===== src/rtl/mips_pkg.sv =====
// Shared types and constants for the MIPS_32 hazard/control unit.
package mips_pkg;

  localparam int unsigned ARCH_AW = 5;

  localparam logic [1:0] FWD_REG = 2'b00;
  localparam logic [1:0] FWD_WB  = 2'b01;
  localparam logic [1:0] FWD_MEM = 2'b10;

  localparam int unsigned STG_EX  = 2;
  localparam int unsigned STG_MEM = 3;

  typedef struct packed {
    logic               valid;
    logic [ARCH_AW-1:0] dst;
    logic [ARCH_AW-1:0] rs;
    logic [ARCH_AW-1:0] rt;
    logic               regwrite;
    logic               memread;
    logic               memaccess;
  } shadow_t;

endpackage


===== src/rtl/mips_hazard_ctrl_if.sv =====
// Pipeline <-> hazard unit signal bundle; HAZARD_PERF_CNT_EN adds the counter outputs.
interface mips_hazard_ctrl_if #(
  parameter int unsigned REG_AW = 5,
  parameter int unsigned CNT_W  = 32
);

  logic              id_valid;
  logic [REG_AW-1:0] id_rs;
  logic [REG_AW-1:0] id_rt;
  logic              id_use_rs;
  logic              id_use_rt;
  logic [REG_AW-1:0] id_dst;
  logic              id_regwrite;
  logic              id_memread;
  logic              id_memwrite;
  logic              br_taken;
  logic              jump;
  logic              dmem_ready;

  logic              pc_we;
  logic              ifid_we;
  logic              ifid_flush;
  logic              idex_bubble;
  logic              exmem_flush;
  logic              pipe_en;
  logic [1:0]        fwd_a;
  logic [1:0]        fwd_b;
  logic              id_byp_rs;
  logic              id_byp_rt;

`ifdef HAZARD_PERF_CNT_EN
  logic [CNT_W-1:0]  stall_cycles;
  logic [CNT_W-1:0]  flush_events;
  logic [CNT_W-1:0]  wait_cycles;
`else
  logic [CNT_W-1:0]  unused_cnt_w;
  assign unused_cnt_w = '0;
`endif

  modport master (
    output id_valid, id_rs, id_rt, id_use_rs, id_use_rt, id_dst,
           id_regwrite, id_memread, id_memwrite, br_taken, jump, dmem_ready,
`ifdef HAZARD_PERF_CNT_EN
    input  stall_cycles, flush_events, wait_cycles,
`endif
    input  pc_we, ifid_we, ifid_flush, idex_bubble, exmem_flush, pipe_en,
           fwd_a, fwd_b, id_byp_rs, id_byp_rt
  );

  modport slave (
    input  id_valid, id_rs, id_rt, id_use_rs, id_use_rt, id_dst,
           id_regwrite, id_memread, id_memwrite, br_taken, jump, dmem_ready,
`ifdef HAZARD_PERF_CNT_EN
    output stall_cycles, flush_events, wait_cycles,
`endif
    output pc_we, ifid_we, ifid_flush, idex_bubble, exmem_flush, pipe_en,
           fwd_a, fwd_b, id_byp_rs, id_byp_rt
  );

endinterface


===== src/rtl/mips_fwd_sel.sv =====
// One EX operand forwarding select from the MEM/WB shadow stages (MEM wins).
module mips_fwd_sel
  import mips_pkg::*;
(
  input  logic               mem_valid,
  input  logic               mem_regwrite,
  input  logic               mem_memread,
  input  logic [ARCH_AW-1:0] mem_dst,
  input  logic               wb_valid,
  input  logic               wb_regwrite,
  input  logic [ARCH_AW-1:0] wb_dst,
  input  logic [ARCH_AW-1:0] src,
  output logic [1:0]         sel_c
);

  logic mem_hit_c;
  logic wb_hit_c;

  // A load in MEM has no data yet; the stall path covers it instead.
  always_comb begin
    mem_hit_c = mem_valid && mem_regwrite && !mem_memread &&
                (mem_dst != '0) && (mem_dst == src);
    wb_hit_c  = wb_valid && wb_regwrite && (wb_dst != '0) && (wb_dst == src);
    sel_c     = FWD_REG;
    if (mem_hit_c)     sel_c = FWD_MEM;
    else if (wb_hit_c) sel_c = FWD_WB;
  end

endmodule


===== src/rtl/mips_hazard_ctrl.sv =====
// Hazard/control unit for the 5-stage MIPS_32 pipeline: forwarding, stalls, flushes, memory freeze.
// Define HAZARD_PERF_CNT_EN to add saturating stall/flush/wait counters.
module mips_hazard_ctrl
  import mips_pkg::*;
#(
  parameter int unsigned REG_AW        = 5,
  parameter int unsigned RESOLVE_STAGE = 3,
  parameter int unsigned RF_BYPASS     = 1,
  parameter int unsigned CNT_W         = 32
) (
  input logic               clk,
  input logic               rst_n,
  mips_hazard_ctrl_if.slave hz
);

  shadow_t id_s;
  shadow_t ex_q;
  shadow_t mem_q;
  shadow_t wb_q;

  logic mem_wait_c;
  logic resolve_valid_c;
  logic redirect_c;
  logic load_use_c;
  logic unused_bits;

  // Snapshot of the decoded ID instruction; empty slots carry no register ids.
  always_comb begin
    id_s = '0;
    if (hz.id_valid) begin
      id_s.valid     = 1'b1;
      id_s.dst       = ARCH_AW'(hz.id_dst);
      id_s.rs        = ARCH_AW'(hz.id_rs);
      id_s.rt        = ARCH_AW'(hz.id_rt);
      id_s.regwrite  = hz.id_regwrite;
      id_s.memread   = hz.id_memread;
      id_s.memaccess = hz.id_memread | hz.id_memwrite;
    end
  end

  // Priority: memory wait > redirect > load-use > normal.
  always_comb begin
    mem_wait_c      = mem_q.valid && mem_q.memaccess && !hz.dmem_ready;
    resolve_valid_c = (RESOLVE_STAGE == STG_EX) ? ex_q.valid : mem_q.valid;
    redirect_c      = !mem_wait_c && resolve_valid_c && (hz.br_taken || hz.jump);
    load_use_c      = !mem_wait_c && !redirect_c &&
                      ex_q.valid && ex_q.memread && (ex_q.dst != '0) && hz.id_valid &&
                      ((hz.id_use_rs && (REG_AW'(ex_q.dst) == hz.id_rs)) ||
                       (hz.id_use_rt && (REG_AW'(ex_q.dst) == hz.id_rt)));

    hz.pc_we       = !mem_wait_c && !load_use_c;
    hz.ifid_we     = !mem_wait_c && !load_use_c;
    hz.pipe_en     = !mem_wait_c;
    hz.ifid_flush  = redirect_c;
    hz.idex_bubble = redirect_c || load_use_c;
    hz.exmem_flush = redirect_c && (RESOLVE_STAGE == STG_MEM);
  end

  // Shadow copies of ID/EX, EX/MEM, MEM/WB with the same bubble/flush behaviour.
  always_ff @(posedge clk or negedge rst_n) begin
    if (!rst_n) begin
      ex_q  <= '0;
      mem_q <= '0;
      wb_q  <= '0;
    end else if (hz.pipe_en) begin
      ex_q  <= hz.idex_bubble ? '0 : id_s;
      mem_q <= hz.exmem_flush ? '0 : ex_q;
      wb_q  <= mem_q;
    end
  end

  mips_fwd_sel u_fwd_a (
    .mem_valid    (mem_q.valid),
    .mem_regwrite (mem_q.regwrite),
    .mem_memread  (mem_q.memread),
    .mem_dst      (mem_q.dst),
    .wb_valid     (wb_q.valid),
    .wb_regwrite  (wb_q.regwrite),
    .wb_dst       (wb_q.dst),
    .src          (ex_q.rs),
    .sel_c        (hz.fwd_a)
  );

  mips_fwd_sel u_fwd_b (
    .mem_valid    (mem_q.valid),
    .mem_regwrite (mem_q.regwrite),
    .mem_memread  (mem_q.memread),
    .mem_dst      (mem_q.dst),
    .wb_valid     (wb_q.valid),
    .wb_regwrite  (wb_q.regwrite),
    .wb_dst       (wb_q.dst),
    .src          (ex_q.rt),
    .sel_c        (hz.fwd_b)
  );

  // ID bypass only matters when the register file reads before it writes.
  if (RF_BYPASS == 0) begin : g_byp
    assign hz.id_byp_rs = wb_q.valid && wb_q.regwrite && (wb_q.dst != '0) &&
                          (REG_AW'(wb_q.dst) == hz.id_rs);
    assign hz.id_byp_rt = wb_q.valid && wb_q.regwrite && (wb_q.dst != '0) &&
                          (REG_AW'(wb_q.dst) == hz.id_rt);
  end else begin : g_no_byp
    assign hz.id_byp_rs = 1'b0;
    assign hz.id_byp_rt = 1'b0;
  end

  assign unused_bits = ^{wb_q.rs, wb_q.rt, wb_q.memread, wb_q.memaccess};

`ifdef HAZARD_PERF_CNT_EN
  logic [CNT_W-1:0] stall_q;
  logic [CNT_W-1:0] flush_q;
  logic [CNT_W-1:0] wait_q;

  // Saturating event counters.
  always_ff @(posedge clk or negedge rst_n) begin
    if (!rst_n) begin
      stall_q <= '0;
      flush_q <= '0;
      wait_q  <= '0;
    end else begin
      if (load_use_c && !(&stall_q)) stall_q <= stall_q + CNT_W'(1);
      if (redirect_c && !(&flush_q)) flush_q <= flush_q + CNT_W'(1);
      if (mem_wait_c && !(&wait_q))  wait_q  <= wait_q + CNT_W'(1);
    end
  end

  assign hz.stall_cycles = stall_q;
  assign hz.flush_events = flush_q;
  assign hz.wait_cycles  = wait_q;
`else
  logic [CNT_W-1:0] unused_cnt_w;
  assign unused_cnt_w = '0;
`endif

endmodule

===== src/flat_wrapper.sv =====
// flat-port wrapper written by rule: the top's interface ports become plain ports
module mips_hazard_ctrl_flat import mips_pkg::*;
#(
  parameter int unsigned REG_AW        = 5,
  parameter int unsigned RESOLVE_STAGE = 3,
  parameter int unsigned RF_BYPASS     = 1,
  parameter int unsigned CNT_W         = 32
)
  (clk, rst_n, hz_id_valid, hz_id_rs, hz_id_rt, hz_id_use_rs, hz_id_use_rt, hz_id_dst, hz_id_regwrite, hz_id_memread, hz_id_memwrite, hz_br_taken, hz_jump, hz_dmem_ready, hz_pc_we, hz_ifid_we, hz_ifid_flush, hz_idex_bubble, hz_exmem_flush, hz_pipe_en, hz_fwd_a, hz_fwd_b, hz_id_byp_rs, hz_id_byp_rt);
  mips_hazard_ctrl_if #(.REG_AW(REG_AW), .CNT_W(CNT_W)) hz_i ();
  input logic clk;
  input logic rst_n;
  input wire logic [$bits(hz_i.id_valid)-1:0] hz_id_valid;
  input wire logic [$bits(hz_i.id_rs)-1:0] hz_id_rs;
  input wire logic [$bits(hz_i.id_rt)-1:0] hz_id_rt;
  input wire logic [$bits(hz_i.id_use_rs)-1:0] hz_id_use_rs;
  input wire logic [$bits(hz_i.id_use_rt)-1:0] hz_id_use_rt;
  input wire logic [$bits(hz_i.id_dst)-1:0] hz_id_dst;
  input wire logic [$bits(hz_i.id_regwrite)-1:0] hz_id_regwrite;
  input wire logic [$bits(hz_i.id_memread)-1:0] hz_id_memread;
  input wire logic [$bits(hz_i.id_memwrite)-1:0] hz_id_memwrite;
  input wire logic [$bits(hz_i.br_taken)-1:0] hz_br_taken;
  input wire logic [$bits(hz_i.jump)-1:0] hz_jump;
  input wire logic [$bits(hz_i.dmem_ready)-1:0] hz_dmem_ready;
  output wire logic [$bits(hz_i.pc_we)-1:0] hz_pc_we;
  output wire logic [$bits(hz_i.ifid_we)-1:0] hz_ifid_we;
  output wire logic [$bits(hz_i.ifid_flush)-1:0] hz_ifid_flush;
  output wire logic [$bits(hz_i.idex_bubble)-1:0] hz_idex_bubble;
  output wire logic [$bits(hz_i.exmem_flush)-1:0] hz_exmem_flush;
  output wire logic [$bits(hz_i.pipe_en)-1:0] hz_pipe_en;
  output wire logic [$bits(hz_i.fwd_a)-1:0] hz_fwd_a;
  output wire logic [$bits(hz_i.fwd_b)-1:0] hz_fwd_b;
  output wire logic [$bits(hz_i.id_byp_rs)-1:0] hz_id_byp_rs;
  output wire logic [$bits(hz_i.id_byp_rt)-1:0] hz_id_byp_rt;
  assign hz_i.id_valid = hz_id_valid;
  assign hz_i.id_rs = hz_id_rs;
  assign hz_i.id_rt = hz_id_rt;
  assign hz_i.id_use_rs = hz_id_use_rs;
  assign hz_i.id_use_rt = hz_id_use_rt;
  assign hz_i.id_dst = hz_id_dst;
  assign hz_i.id_regwrite = hz_id_regwrite;
  assign hz_i.id_memread = hz_id_memread;
  assign hz_i.id_memwrite = hz_id_memwrite;
  assign hz_i.br_taken = hz_br_taken;
  assign hz_i.jump = hz_jump;
  assign hz_i.dmem_ready = hz_dmem_ready;
  assign hz_pc_we = hz_i.pc_we;
  assign hz_ifid_we = hz_i.ifid_we;
  assign hz_ifid_flush = hz_i.ifid_flush;
  assign hz_idex_bubble = hz_i.idex_bubble;
  assign hz_exmem_flush = hz_i.exmem_flush;
  assign hz_pipe_en = hz_i.pipe_en;
  assign hz_fwd_a = hz_i.fwd_a;
  assign hz_fwd_b = hz_i.fwd_b;
  assign hz_id_byp_rs = hz_i.id_byp_rs;
  assign hz_id_byp_rt = hz_i.id_byp_rt;
  mips_hazard_ctrl #(.REG_AW(REG_AW), .RESOLVE_STAGE(RESOLVE_STAGE), .RF_BYPASS(RF_BYPASS), .CNT_W(CNT_W)) u_core (.clk(clk), .rst_n(rst_n), .hz(hz_i));
endmodule

===== config.mk =====
export PLATFORM = sky130hd
export DESIGN_NAME = mips_hazard_ctrl_flat
export DESIGN_NICKNAME = d
export VERILOG_FILES = /design/src/rtl/mips_pkg.sv /design/src/rtl/mips_hazard_ctrl_if.sv /design/src/rtl/mips_fwd_sel.sv /design/src/rtl/mips_hazard_ctrl.sv /design/src/flat_wrapper.sv
export SDC_FILE = /design/constraint.sdc
export NUM_CORES = 1
export LEC_CHECK = 0
export CORE_MARGIN = 2
export CORE_UTILIZATION = 50
export CTS_CLUSTER_DIAMETER = 120
export DETAILED_ROUTE_END_ITERATION = 10
export PLACE_DENSITY = 0.75
export SLEW_MARGIN = 20
export SYNTH_ARGS = -nofsm -noshare
export SYNTH_HDL_FRONTEND = slang
export SYNTH_SLANG_ARGS = --single-unit

===== constraint.sdc =====
create_clock -name clk -period 2.75 [get_ports clk]
set_input_delay 0.4125 -clock clk [delete_from_list [all_inputs] [get_ports clk]]
set_output_delay 0.4125 -clock clk [all_outputs]
set_load 0.03 [all_outputs]

== Yosys cells after proc, flatten, opt, wreduce, memory -nomap -nowiden ==
Cells that the tools add are included.
Word-level totals
  register bits: 35
  latch bits: 0
  bits in writable memories: 0
  ROM bits: 0
  output and inout bits: 12
  memories kept: 0
Operators by class
  add/sub/neg operators: 0
  multiply operators: 0
  div/mod/pow operators: 0
  magnitude comparators: 0
  eq/ne operators: 6
  shifts and indexed selects: 0
  multiplexer cells: 7
  bitwise operators: 1
  reductions and logical operators: 33
Operators by type and width (count)
  $mux W19: 3
  $eq A5 B5 Y1: 6
  $logic_and A1 B1 Y1: 22
  $reduce_bool A5 Y1: 3
  $logic_not A1 Y1: 5
  $mux W2: 2
  $logic_or A1 B1 Y1: 3
  $mux W1: 2
  $or A1 B1 Y1: 1

== Depth between registers and ports, before layout ==
  word-level depth: 14
  gate-level depth with buffers: 8
  gate-level depth less buffers: 5

== Cells and area by module ==
From an unflattened synthesis, not the netlist that was laid out.
Second synthesis, totals
  cells, all modules: 238
  area, all modules: 2213.4 sq um
By module, submodules not included
  mips_hazard_ctrl: instances 1, cells each 196, area an instance 1878.1 sq um, sequential area each 875.8 sq um
  mips_fwd_sel: instances 2, cells each 21, area an instance 167.7 sq um, sequential area each 0.0 sq um

== Worst setup path before layout ==
Ideal clock, no wire load.
  kind: register to output
  start point: register u_core.ex_q[14] (netlist name)
  end point: output port hz_pc_we
  data arrival time: 2.147 ns
  required time: 2.338 ns
  setup slack: 0.191 ns
  cell stages (with the launch flop): 7
  buffers on the path: 2
  cell sequence: dfrtp_1 > or4_1 > o211ai_2 > buf_4 > nor3b_2 > a21oi_1 > buf_4
Between the ends
  word-level cells in the longest chain between the ends: 6
  elaborated cells between the ends (all ways): 11
  classes of those cells: 2 x eq/ne; 9 x reduce/logical
Ends and longest elaborated chain
  start: declaration: line mips_hazard_ctrl.sv:17  | shadow_t ex_q;
  start signal: assignment: line mips_hazard_ctrl.sv:66  | ex_q <= hz.idex_bubble ? '0 : id_s;
  $eq A5 B5 Y1, or another cell as far along: line mips_hazard_ctrl.sv:48  | ((hz.id_use_rs && (REG_AW'(ex_q.dst) == hz.id_rs)) ||
  $logic_and A1 B1 Y1, on equally long branches: line mips_hazard_ctrl.sv:48, mips_hazard_ctrl.sv:47, mips_hazard_ctrl.sv:49
  $logic_or A1 B1 Y1 or $logic_and A1 B1 Y1 (tied branches): line mips_hazard_ctrl.sv:48, mips_hazard_ctrl.sv:47
  $logic_and A1 B1 Y1 *: line mips_hazard_ctrl.sv:47  | ex_q.valid && ex_q.memread && (ex_q.dst != '0) && hz.id_valid &&
  $logic_not A1 Y1 *
  $logic_and A1 B1 Y1 *
  end: declaration: line flat_wrapper.sv:25  | output wire logic [$bits(hz_i.pc_we)-1:0] hz_pc_we;
Mark *: on every way between the ends. The rest lies on a longest branch, timed or not.

== Worst setup path in the final report ==
  start point: register u_core.mem_q[14] (netlist name)
  end point: output port hz_fwd_a[0]
Between the ends
  word-level cells in the longest chain between the ends: 4
  elaborated cells between the ends (all ways): 5
  classes of those cells: 1 x eq/ne; 1 x mux; 3 x reduce/logical
Ends and longest elaborated chain
  start: declaration: line mips_hazard_ctrl.sv:18  | shadow_t mem_q;
  start signal: assignment: line mips_hazard_ctrl.sv:67  | mem_q <= hz.exmem_flush ? '0 : ex_q;
  $reduce_bool A5 Y1: line mips_fwd_sel.sv:22  | (mem_dst != '0) && (mem_dst == src);
  $logic_and A1 B1 Y1: line mips_fwd_sel.sv:21  | mem_hit_c = mem_valid && mem_regwrite && !mem_memread &&
  $logic_and A1 B1 Y1 *: line mips_fwd_sel.sv:22
  $mux W2 *: line mips_fwd_sel.sv:25  | if (mem_hit_c) sel_c = FWD_MEM;
  end: declaration: line flat_wrapper.sv:31  | output wire logic [$bits(hz_i.fwd_a)-1:0] hz_fwd_a;
Marks and branches as above.

==> out/qor.csv <==
metric,value,unit
outcome,finished clean,
post-CTS setup buffer count,0,
Final Setup Violations,0,
Yosys cell types,34,
number of max-slew violations in the final report,0,
Vias,1842,
fmax,384,MHz
Design Power,2.46,mW
WHS Path Cells,2,
Die ar.,4830,sq um
final hold violations,0,
gpl congestion,0.795,
"count leader, synth",nand2_1,
die width,69.5,um
remaining antenna violation count,0,
area share of the largest cell type after synthesis,0.408,
total CTS buffers,5,
minimum clock period,2.60,ns
post-DP HPWL,3530,um
post-synthesis adder-cell area fraction,0,
WL met2,2400,um
slack of the critical path,0.145,ns
Power Density,950,nW/um^2
max_cap viols,0,
Setup CP Type,reg2out,
post-synthesis cell count,240,
first-pass GRT wire length,8600,um
crit-path max FO,2,
routed len/inst,15.9,um
synth warn,0,
sw power,1.02,mW
sequential area share after synthesis,0.408,
Top Layer Used,met4,
RSZ-0062 raised after global routing,false,
Mapped Avg Cell Area,8.94,sq um
GRT Total Usage,0.222,
Hold Path Origin,u_core.wb_q[2],
Hold/Removal Path Class,reg2reg,
Core Rows,23,
Leakage,1.10,nW
Worst Skew,0.00827,ns
Synth async-reset ratio,1.00,
CTS tree,done,
fillcell total,371,
FF+latch area,876,sq um
Critical Path AT,2.19,ns
DR pass1 iterations,4,
final core utilization,0.638,
boundary pin count,38,
core area,4060,sq um
share of cells above drive strength 1,0.100,
initial antenna violation count,0,
hold endpoint,u_core.wb_q[2],
most frequent cells after synthesis,"37 x nand2_1, 35 x dfrtp_1, 21 x nand3_1, 19 x and2_1, 19 x o21ai_0",
# DRC,0,
Power Internal,1.44,mW
Area Overhead vs Synth,20.7,%
"FF+latch count, synth",35,
vias per cell,5.76,
power share of the clock group,0.167,
"Clk pin slew, worst setup/hold paths",0.07,ns
worst flop-to-flop path endpoint,u_core.ex_q[11],
reg2reg start,u_core.ex_q[14],
Setup WS pre-CTS,0.148,ns
Max rail drop VDD,0.453,mV
Iteration-0 DRC Markers,200,
Setup TNS,0,ns
FF-to-FF path depth,5,
largest net degree at the start of global routing,40,
Flop pwr share,0.402,
Final Cycle Share,0.947,
Worst Setup Start Kind,flip-flop,
remaining global-route overflow,0,
clk_lat worst skew,0.29,ns
met1 wire length,2380,um
Critical Path RT,2.34,ns
ANT cells,0,
simple-gate share of the synthesized area,0.228,
net count reported at finish,295,
combinational group share of total power,0.431,
largest family of logic cells by synthesized area,simple AND/OR/NAND/NOR gates,
Synth Flop Type,dfrtp_1,
xor/xnor share of the synthesized area,0.123,
die height,69.5,um
vias in the first global route,1705,
multiplexer share of the synthesized area,0,
clock root cell,clkbuf_8,
cell taking the most area after synthesis,dfrtp_1,
Bufs on Longest Clock Path,2,
Multi-input gate area,1120,sq um
element type at the critical path end,output port,
"EDFF count, synth",0,
Synth area leaders,"dfrtp_1 41%, a41oi_1 7.4%, xnor2_1 7.4%, nand2_1 6.5%, and2_1 5.5%",
port buffer count,35,
Starting Density,0.529,
CTS sink cnt,35,
H-Tree Depth,2,
Detailed Route WL,5100,um
switching portion of total power,0.415,
met3 WL post-DR,277,um
reg2reg setup slack,0.87,ns
post-synthesis compound-gate area fraction,0.170,
mapped cell area,2140,sq um
placed cells by master (no fill, tap or decap), drive strengths merged:
master         count
a32oi              1
o21a               1
xnor2             18
clkbuf             8
o21ai             19
o211ai             3
and3b              1
nand2             37
nand2b             1
or4                4
nor3b              1
dlygate4sd2        2
conb               2
clkdlybuf4s50     30
o2111ai            1
and2              19
a41oi             18
xor2              12
buf               13
nor2               2
nand3             21
inv                3
o22ai              1
dfrtp             35
a21oi              8
nor4               3
nor3               2
a21o               1
nand4              2
or2                1
critical path, cell delays in order, from the launching register on:
cell and delay, ns:
dfrtp_1 0.38, or4_1 0.53, o2111ai_2 0.21, nor4_2 0.09, nor4_2 0.26, dlygate4sd2_1 0.42
state kept, by name (all words and copies together), names as in the netlist:
register and count:
u_core.mem_q 8, u_core.ex_q 19, u_core.wb_q 7, u_core.resolve_valid_c 1
worst max path at each step:
stage / from / to / slack (ns) / cells after the start
2_1_floorplan: u_core.ex_q[14] / hz_pc_we / 0.19 / 6
3_3_place_gp: u_core.mem_q[14] / hz_fwd_a[0] / 0.20 / 5
3_5_place_dp: u_core.mem_q[14] / hz_fwd_a[0] / 0.15 / 5
4_1_cts: u_core.mem_q[14] / hz_fwd_a[0] / 0.12 / 5
5_1_grt: u_core.mem_q[14] / hz_fwd_a[0] / 0.02 / 5
6_report: u_core.mem_q[14] / hz_fwd_a[0] / 0.15 / 5
power by group through the flow:
| stage | combinational [mW] | clock [mW] | sequential (mW) |
|---|---|---|---|
| final | 1.06 | 0.410 | 0.988 |
| after global routing | 1.18 | 0.445 | 1.02 |
| after CTS | 1.07 | 0.421 | 0.989 |
| after detailed placement | 1.06 | 0 | 0.997 |
| after global placement | 1.04 | 0 | 0.990 |
| after floorplan | 0.807 | 0 | 0.920 |
repair_timing:
item / in CTS / in global routing
gates resized for setup: 2 / 0
setup endpoints to repair: 2 / 0
hold buffers: 0 / 0
kinds of logic (layout without fill, tap and decap cells):
| family | count (synthesis) | count (layout) |
|---|---|---|
| AO/OA/AOI/OAI | 53 | 53 |
| XOR/XNOR | 30 | 30 |
| buffers and inverters | 27 | 56 |
| flip-flops | 35 | 35 |
| other | 1 | 2 |
| AND/OR/NAND/NOR | 94 | 94 |
per-layer routing:
metal	up-vias	GRT usage
met5	-	0
met4	0	0.0523
met3	5	0.0465
met2	54	0.338
met1	886	0.323
li1	897	-
per-stage QoR:
step	cell area (sq um)	hold WS, ns	std cells
after global placement	2490	0.478	312
after CTS	2590	0.496	320
after detailed placement	2490	0.479	312
final	2590	0.487	320
after floorplan	2150	0.117	241
after global routing	2590	0.511	320
final cells by class:
type / instances / area share
Multi-Input combinational cell: 179 / 0.434
Sequential cell: 35 / 0.338
Timing Repair Buffer: 45 / 0.160
Clock buffer: 8 / 0.0387
Tap cell: 50 / 0.0242
Inverter: 3 / 0.00435
Note: power is estimated with default switching activity, not from simulation.
==> edit (config.mk and constraints unchanged) <==
`RF_BYPASS` is set to 1 in 2 places; all go to 0.
--- a/src/rtl/mips_hazard_ctrl.sv
+++ b/src/rtl/mips_hazard_ctrl.sv
@@ -6,5 +6,5 @@
   parameter int unsigned REG_AW        = 5,
   parameter int unsigned RESOLVE_STAGE = 3,
-  parameter int unsigned RF_BYPASS     = 1,
+  parameter int unsigned RF_BYPASS     = 0,
   parameter int unsigned CNT_W         = 32
 ) (
--- a/src/flat_wrapper.sv
+++ b/src/flat_wrapper.sv
@@ -4,5 +4,5 @@
   parameter int unsigned REG_AW        = 5,
   parameter int unsigned RESOLVE_STAGE = 3,
-  parameter int unsigned RF_BYPASS     = 1,
+  parameter int unsigned RF_BYPASS     = 0,
   parameter int unsigned CNT_W         = 32
 )
Behaviour: not the same (a bounded check fails within 4 cycles, from zero or initial values and one cycle with rst_n low).
==> edit against the original RTL <==
- critical path depth stayed put
- via count is 11% higher
- area after synthesis rose by 5.1%
- sequential cell count unchanged
- wire length rose by 15%
- cell area grew 8.0%
- worst setup slack worse by 0.047 ns
- power up 4.1%
- first-iteration DRC count fell by 10%
- combinational power is 15% higher
- clock skew hardly changed
- non-clock buffer count increased by 15
- largest power group unchanged
==> edit: results (changes against the original RTL) <==
status: "finished clean"
slew_violations: 0  # unchanged
hold_slack_ns: 0.475  # -0.0119 ns
viasPerCell: 5.88  # +2.2%
crit_arrival_ns: 2.24  # +0.05 ns
startpoint: "u_core.wb_q[14]"
holdPathStages: 2  # unchanged
grt_pass1_vias: 2022  # +19%
layout-drive-gt1-share_pct: 14.2  # +4.2 points
reg2regPathDepth: 5  # unchanged
n_antenna_cell: 0  # unchanged
cts_max_level: 2  # unchanged
drt_first_pass_iters: 4  # unchanged
ys_warn_count: 0  # unchanged
cts_root_buf: "clkbuf_8"
cp_slowest_cell: "or4_1"
final_cells: 347  # +8.4%
synth_common_cells: "37 x nand2_1, 35 x dfrtp_1, 22 x nand3_1, 22 x xnor2_1"
use_met2_pct: 39.1  # +5.3 points
rrSetupSlack_ns: 0.84  # -0.03 ns
crit_path_max_fanout: 6  # +4
grt_util_met3_pct: 5.41  # +0.76 points
syn_avg_cell_area_um2: 8.84  # -1.1%
met1_length_um: 2590  # +8.8%
antenna_found_initial: 0  # unchanged
use_met1_pct: 37.2  # +4.9 points
power.leakage_nw: 1.22  # +11%
critical_path.top_delay_family: "simple AND/OR/NAND/NOR gates"
placedCellCount: 339  # +8.7%
crit_path_max_incr_delay_ns: 0.56  # +0.03 ns
grt.busiest_layer: "met2"
io_buffers: 37  # +5.7%
num-fill-cells: 389  # +4.9%
synth.distinct_cells: 31  # -8.8%
hp-start: "u_core.wb_q[2]"
finalNetCount: 321  # +8.8%
tightestPinTransition_ns: 0.460
ir_drop_mv: 0.564  # +25%
worstSkewPairLatency_ns: 0.29  # about the same
grt_pass1_wl_um: 10400  # +20%
syn_nets: 281
r2r-end: "u_core.ex_q[5]"
gp_congestion: 0.847  # +6.5%
wire_per_inst_um: 16.9  # +5.8%
synth_flop_cell: "dfrtp_1"
hold_end: "u_core.wb_q[2]"
met2WireLength_um: 2790  # +16%
skew_ns: 0.00843  # +0.000157 ns
drt-initial-drc-count: 180  # -10%
synth-seq-area-share_pct: 38.8  # -2.0 points
hp-class: "register to register"
track_usage_pct: 25.9  # +3.8 points
dp.final_hpwl_um: 4030  # +14%
cp-endpoint: "hz_fwd_b[0]"
wl_met3_um: 361  # +30%
rr_startpoint: "u_core.ex_q[14]"
synth_area_leaders: "dfrtp_1 39%, xnor2_1 8.5%, a41oi_1 7.0%, xor2_1 7.0%, nand2_1 6.2%"
-- edit: changes by cell type after synthesis, moves of 2 or more --
| cell | delta |
|---|---|
| buf_2 | +4 |
| clkbuf_1 | +2 |
| nor3_1 | -2 |
| nor4_1 | +3 |
| xnor2_1 | +4 |
| xor2_1 | +6 |
-- edit: kinds of logic (layout without fill, tap and decap cells) --
group / after synthesis / in the layout / share of synthesized area, %
buf+inv: 30 / 70 / 6.83
flops: 35 / 35 / 38.8
xor+xnor: 40 / 40 / 15.5
simple gates: 97 / 97 / 22.6
compound gates: 53 / 53 / 16.2
-- edit: through the flow --
| stage | setup slack, ns | area (um^2) | total power, mW |
|---|---|---|---|
| detailed placement | 0.0952 | 2700 | 2.18 |
| global route | 0.00180 | 2800 | 2.78 |
| global placement | 0.111 | 2700 | 2.13 |
| CTS | 0.0115 | 2790 | 2.56 |
| floorplan | 0.191 | 2250 | 1.78 |
| finish | 0.0984 | 2800 | 2.56 |
-- edit: power breakdown --
part           internal [mW]  leakage (nW)  total (mW)  switching (mW)
Sequential             0.725         0.445       0.961           0.237
Combinational          0.549         0.726        1.22           0.668
Clock                  0.197        0.0470       0.380           0.184
-- edit: what timing repair did --
| action | CTS | global route |
|---|---|---|
| setup buffers | 0 | 1 |
| pin swaps | 0 | 1 |
| resized for setup | 2 | 1 |
| hold buffers | 0 | 0 |
| setup endpoints to repair | 2 | 4 |
-- edit: area by class of cell --
type	instances	area [um^2]	area share (%)
timing repair buffer	60	531	19.0
multi-input combinational	190	1220	43.8
clock inverter	1	5.00	0.179
tap	52	65.1	2.33
inverter	3	11.3	0.403
clock buffer	6	82.6	2.95
sequential	35	876	31.3
